--- config.mk ---
export PLATFORM = sky130hd
export DESIGN_NAME = atb_vector_loader
export DESIGN_NICKNAME = d
export VERILOG_FILES = /design/src/rtl/atb_vector_loader.sv
export SDC_FILE = /design/constraint.sdc
export NUM_CORES = 1
export LEC_CHECK = 0
export ABC_AREA = 1
export BUFFER_PORTS_ARGS = -buffer_cell sky130_fd_sc_hd__buf_2
export CORE_MARGIN = 10
export CORE_UTILIZATION = 50
export CTS_CLUSTER_DIAMETER = 120
export DETAILED_ROUTE_END_ITERATION = 7
export PLACE_DENSITY = 0.77
export SLEW_MARGIN = 10
export SYNTH_ARGS = -nofsm -noshare
export SYNTH_HDL_FRONTEND = slang
export SYNTH_SLANG_ARGS = --single-unit
--- constraint.sdc ---
create_clock -name clk -period 1.35 [get_ports clk]
set_input_delay 0.0675 -clock clk [delete_from_list [all_inputs] [get_ports clk]]
set_output_delay 0.0675 -clock clk [all_outputs]
set_load 0.03 [all_outputs]
--- src/rtl/atb_vector_loader.sv ---
// Loads four signed A/B element pairs into a dot-product engine, runs it and hands back the result.
// Optional macro ATB_LOADER_TIMEOUT_EN adds a 32-cycle RUN watchdog with a sticky err flag.
module atb_vector_loader #(
    parameter int unsigned N = 8
) (
    input  logic             clk,
    input  logic             rst,
    input  logic             in_valid,
    output logic             in_ready,
    input  logic [N-1:0]     in_a,
    input  logic [N-1:0]     in_b,
    output logic             atb_rst,
    output logic             atb_start,
    output logic [N-1:0]     atb_a0,
    output logic [N-1:0]     atb_a1,
    output logic [N-1:0]     atb_a2,
    output logic [N-1:0]     atb_a3,
    output logic [N-1:0]     atb_b0,
    output logic [N-1:0]     atb_b1,
    output logic [N-1:0]     atb_b2,
    output logic [N-1:0]     atb_b3,
    input  logic             atb_done,
    input  logic [2*N+1:0]   atb_y,
    output logic             out_valid,
    input  logic             out_ready,
    output logic [2*N+1:0]   out_y,
    output logic             busy,
    output logic             err
);

    localparam int unsigned YW = 2 * N + 2;
    localparam int unsigned EW = 2;

    typedef enum logic [1:0] {
        S_LOAD = 2'd0,
        S_CLR  = 2'd1,
        S_RUN  = 2'd2,
        S_OUT  = 2'd3
    } state_e;

    state_e          state_q, state_d;
    logic [EW-1:0]   elem_q, elem_d;
    logic [N-1:0]    a_q [4];
    logic [N-1:0]    b_q [4];
    logic            in_ready_q, in_ready_d;
    logic            atb_rst_q, atb_rst_d;
    logic            atb_start_q, atb_start_d;
    logic            busy_q, busy_d;
    logic            out_valid_q, out_valid_d;
    logic [YW-1:0]   out_y_q, out_y_d;
    logic            accept;
    logic            timeout;

    assign accept = in_valid && in_ready_q;

`ifdef ATB_LOADER_TIMEOUT_EN
    logic [5:0] run_cnt_q, run_cnt_d;
    logic       err_q, err_d;

    // Counts RUN cycles; cleared in every other state so each run starts from zero.
    assign run_cnt_d = (state_q == S_RUN) ? 6'(run_cnt_q + 6'd1) : 6'd0;
    assign timeout   = (state_q == S_RUN) && !atb_done && (run_cnt_q == 6'd31);
    assign err_d     = err_q || timeout;

    always_ff @(posedge clk or negedge rst) begin
        if (!rst) begin
            run_cnt_q <= 6'd0;
            err_q     <= 1'b0;
        end else begin
            run_cnt_q <= run_cnt_d;
            err_q     <= err_d;
        end
    end

    assign err = err_q;
`else
    assign timeout = 1'b0;
    assign err     = 1'b0;
`endif

    // State register.
    always_ff @(posedge clk or negedge rst) begin
        if (!rst) begin
            state_q <= S_LOAD;
        end else begin
            state_q <= state_d;
        end
    end

    // Next-state logic.
    always_comb begin
        state_d = state_q;
        case (state_q)
            S_LOAD: if (accept && (elem_q == EW'(3))) state_d = S_CLR;
            S_CLR:  state_d = S_RUN;
            S_RUN: begin
                if (atb_done)     state_d = S_OUT;
                else if (timeout) state_d = S_LOAD;
            end
            S_OUT:  if (out_ready) state_d = S_LOAD;
            default: state_d = S_LOAD;
        endcase
    end

    // Output decode from the next state so every output is a flop.
    always_comb begin
        in_ready_d  = (state_d == S_LOAD);
        atb_rst_d   = (state_d == S_CLR);
        atb_start_d = (state_d == S_RUN);
        busy_d      = (state_d != S_LOAD);
        out_valid_d = (state_d == S_OUT);
        out_y_d     = out_y_q;
        elem_d      = elem_q;
        if ((state_q == S_RUN) && atb_done) out_y_d = atb_y;
        if (accept)                         elem_d  = EW'(elem_q + EW'(1));
    end

    always_ff @(posedge clk or negedge rst) begin
        if (!rst) begin
            in_ready_q  <= 1'b1;
            atb_rst_q   <= 1'b1;
            atb_start_q <= 1'b0;
            busy_q      <= 1'b0;
            out_valid_q <= 1'b0;
            out_y_q     <= '0;
            elem_q      <= '0;
        end else begin
            in_ready_q  <= in_ready_d;
            atb_rst_q   <= atb_rst_d;
            atb_start_q <= atb_start_d;
            busy_q      <= busy_d;
            out_valid_q <= out_valid_d;
            out_y_q     <= out_y_d;
            elem_q      <= elem_d;
        end
    end

    // Operand registers: only a handshaked beat in LOAD may overwrite them.
    always_ff @(posedge clk or negedge rst) begin
        if (!rst) begin
            for (int i = 0; i < 4; i++) begin
                a_q[i] <= '0;
                b_q[i] <= '0;
            end
        end else if (accept) begin
            a_q[elem_q] <= in_a;
            b_q[elem_q] <= in_b;
        end
    end

    assign in_ready  = in_ready_q;
    assign atb_rst   = atb_rst_q;
    assign atb_start = atb_start_q;
    assign busy      = busy_q;
    assign out_valid = out_valid_q;
    assign out_y     = out_y_q;
    assign atb_a0    = a_q[0];
    assign atb_a1    = a_q[1];
    assign atb_a2    = a_q[2];
    assign atb_a3    = a_q[3];
    assign atb_b0    = b_q[0];
    assign atb_b1    = b_q[1];
    assign atb_b2    = b_q[2];
    assign atb_b3    = b_q[3];

endmodule
==> results by group <==
Placed design
  • Hpwl dp: 6415 um
  • Routability congestion estimate: 0.7721
  • Placed Cells incl. Taps: 549
  • Port Buffers: 125
  • Post-Place Setup Slack: 0.01816 ns

Clock network
  • TritonCTS buffer count: 9
  • TritonCTS clock tree: yes
  • Root buffer cell: clkbuf_8
  • Clock Latency Late Sink: 0.35 ns
  • Clock Pin Slew Worst Setup and Hold Paths: 0.09 ns
  • Longest Clk Path Bufs: 2
  • CTS H-tree lvls: 3
  • Clock Sinks: 91

Timing
  • Hold Vio Cnt, Final: 0
  • Final WS setup: 0.08696 ns
  • Fin. max-slew vios: 0
  • Final setup fails: 0
  • Fmax: 0.7917 GHz
  • Setup TNS: 0 ns
  • Final period utilization: 93.56%
  • Minimum clock period: 1.263 ns
  • Fin Clk Skew: 0.008566 ns
  • RSZ-0062 raised after global routing: no

Pwr
  • Pwr Total: 0.01316 W
  • VDD IR max: 0.001279 V
  • Pwr Density: 2744 nW/um2
  • Pleak: 2.581 nW

Yosys
  • Seq cells post-synth: 91
  • Synth top cells by count: dfrtp_1, nand2_1, inv_1, o21ai_2, o21ai_1
  • Synth warnings: 0
  • Netlist area before placement: 3696 um2
  • Syn avg cell area: 10.94 um2
  • EDFF count, synth: 0
  • Cell variety after synth: 18
  • Synth Instances: 338
  • Most common cell in the netlist: dfrtp_1
  • Ys async rst share: 100.0%
  • Most common flop cell mapped by yosys: dfrtp_1
  • Top-area cell type share of the netlist area: 60.26%
  • Seq/Total Area, Yosys: 61.68%
  • Net Count, Synth: 381
  • Area leader, netlist: dfrtp_1
  • Synth top area cells: dfrtp_1, o21ai_2, nand2_1

Finish
  • Finished Layout Cells: 584
  • Fraction of layout cells with a size suffix above 1: 41.65%
  • Fillers: 601
  • Area grow syn2layout: 29.72%
  • # nets final: 523
  • ANT cells: 0
  • Core Util, Final: 66.46%

Detailed routing
  • Routed wire length: 9010 um
  • DR vias/cell: 4.646
  • Initial drt markers: 88
  • DRC: 0
  • Vias: 2713
  • TritonRoute pass-1 iters: 5
  • WL/cell: 15.43 um
  • Routed Antenna Nets: 0

GRT
  • Overall routing resource usage: 16.83%
  • GRT overflow: 0
  • Vias in the first global route: 2980
  • First-pass GRT wire length: 15340 um
  • Antenna violations before repair: 0
  • Pin count of the biggest net entering global routing: 39

Run status
  • Outcome: finished, final reports clean

Setup path
  • Crit path required time: 1.59 ns
  • Crit Path Class: reg2reg
  • Flop2flop setup slack: 0.09 ns
  • Setup crit end kind: register
  • CP Max Fanout: 32
  • Startpoint Class: register
  • Critical path data arrival time: 1.50 ns

Worst hold path
  • HP Class: in2reg

Die
  • Core footprint: 7214 um2
  • Die width: 106.0 um
  • Initial core utilization: 51.23%
  • Ports: 127
  • Die height: 106.0 um
  • Total die area: 11230 um2
  • Standard-cell rows: 31

Run
  • Max-cap violations: 0
==> power breakdown <==
part	internal [W]	switching (W)
Combinational	0.00184	0.00449
Sequential	0.00402	0.000711
Clock	0.00111	0.000986
==> flip-flops by register name (all words and copies together) (netlist names), 2 cells and up <==
signal and cells:
atb_a0 8, atb_a2 8, atb_b0 8, atb_a1 8
atb_b1 8, atb_a3 8, atb_b3 8, elem_q 2
out_y 18, state_q 2, atb_b2 8
==> per-layer routing <==
metal  global-route usage [%]  up-vias  part of all wire (%)
met3                    8.273        9                    12
met4                    5.222        0                  0.92
met2                    26.59      112                    45
met1                    19.80     1248                    42
li1                         -     1344                     -
met5                        0        -                     0
==> path summary, 6_finish.rpt <==
path	from	end	cells past startpoint
worst max register to register	in_ready$_DFF_PN1_	atb_b3[5]$_DFFE_PN0P_	5
worst min register to register	out_y[13]$_DFFE_PN0P_	out_y[13]$_DFFE_PN0P_	2
min in group asynchronous	rst	atb_a3[7]$_DFFE_PN0P_	2
worst min-delay path	in_b[3]	atb_b3[3]$_DFFE_PN0P_	3
max in group asynchronous	rst	atb_a2[5]$_DFFE_PN0P_	3
worst max-delay path	in_ready$_DFF_PN1_	atb_b3[5]$_DFFE_PN0P_	5
==> cell type report <==
| type | instances | area [um2] | area share [%] |
|---|---|---|---|
| Clock inverter | 6 | 95.09 | 1.983 |
| Inverter | 43 | 166.4 | 3.471 |
| Sequential cell | 91 | 2280 | 47.55 |
| Multi-Input combinational cell | 188 | 1114 | 23.23 |
| Tap cell | 99 | 123.9 | 2.584 |
| Clock buffer | 10 | 137.6 | 2.871 |
| Timing Repair Buffer | 147 | 878.3 | 18.32 |
==> metrics by stage <==
stage	hold WS [ns]	cell area (um2)
6_report	0.01222	4795
5_1_grt	0.005951	4795
4_1_cts	0.0006495	4763
3_5_place_dp	0.003874	4332
3_3_place_gp	-0.004544	4332
2_1_floorplan	-0.2281	3696
==> worst max-delay path, cell delays in order, from the launching register on <==
cell	delay [ns]
dfstp_2	0.54
nand2_2	0.08
inv_6	0.16
nand2_8	0.17
nand2_1	0.11
o21ai_1	0.07
==> cells in the final DEF, fill, tap and decap left out, drive strengths merged, types with 3 or more instances in the layout <==
master,n
buf,128
nand2,91
dfrtp,89
o21ai,84
inv,45
dlygate4sd3,19
clkbuf,10
nand3,4
ha,4
nor2,3
==> logic make-up (layout without fill, tap and decap cells) <==
| group | Yosys count | count (layout) | share of synthesized area [%] |
|---|---|---|---|
| other | 1 | 1 | 0.1015 |
| adders and majority gates | 4 | 4 | 1.354 |
| AOI/OAI and AO/OA | 84 | 84 | 15.64 |
| and+or+nand+nor | 98 | 98 | 11.71 |
| xor gates and xnor gates | 1 | 1 | 0.2370 |
| buffers and inverters | 59 | 206 | 9.276 |
| DFF | 91 | 91 | 61.68 |
==> timing repair <==
item                                   CTS  global route
endpoints found under the hold margin  109             0
buffers inserted                         0             0
pin swaps                                0             1
setup endpoints to repair                2            62
gates resized for setup                  1             6
hold buffers                            19             0
Note: power is estimated with default switching activity, not from simulation.
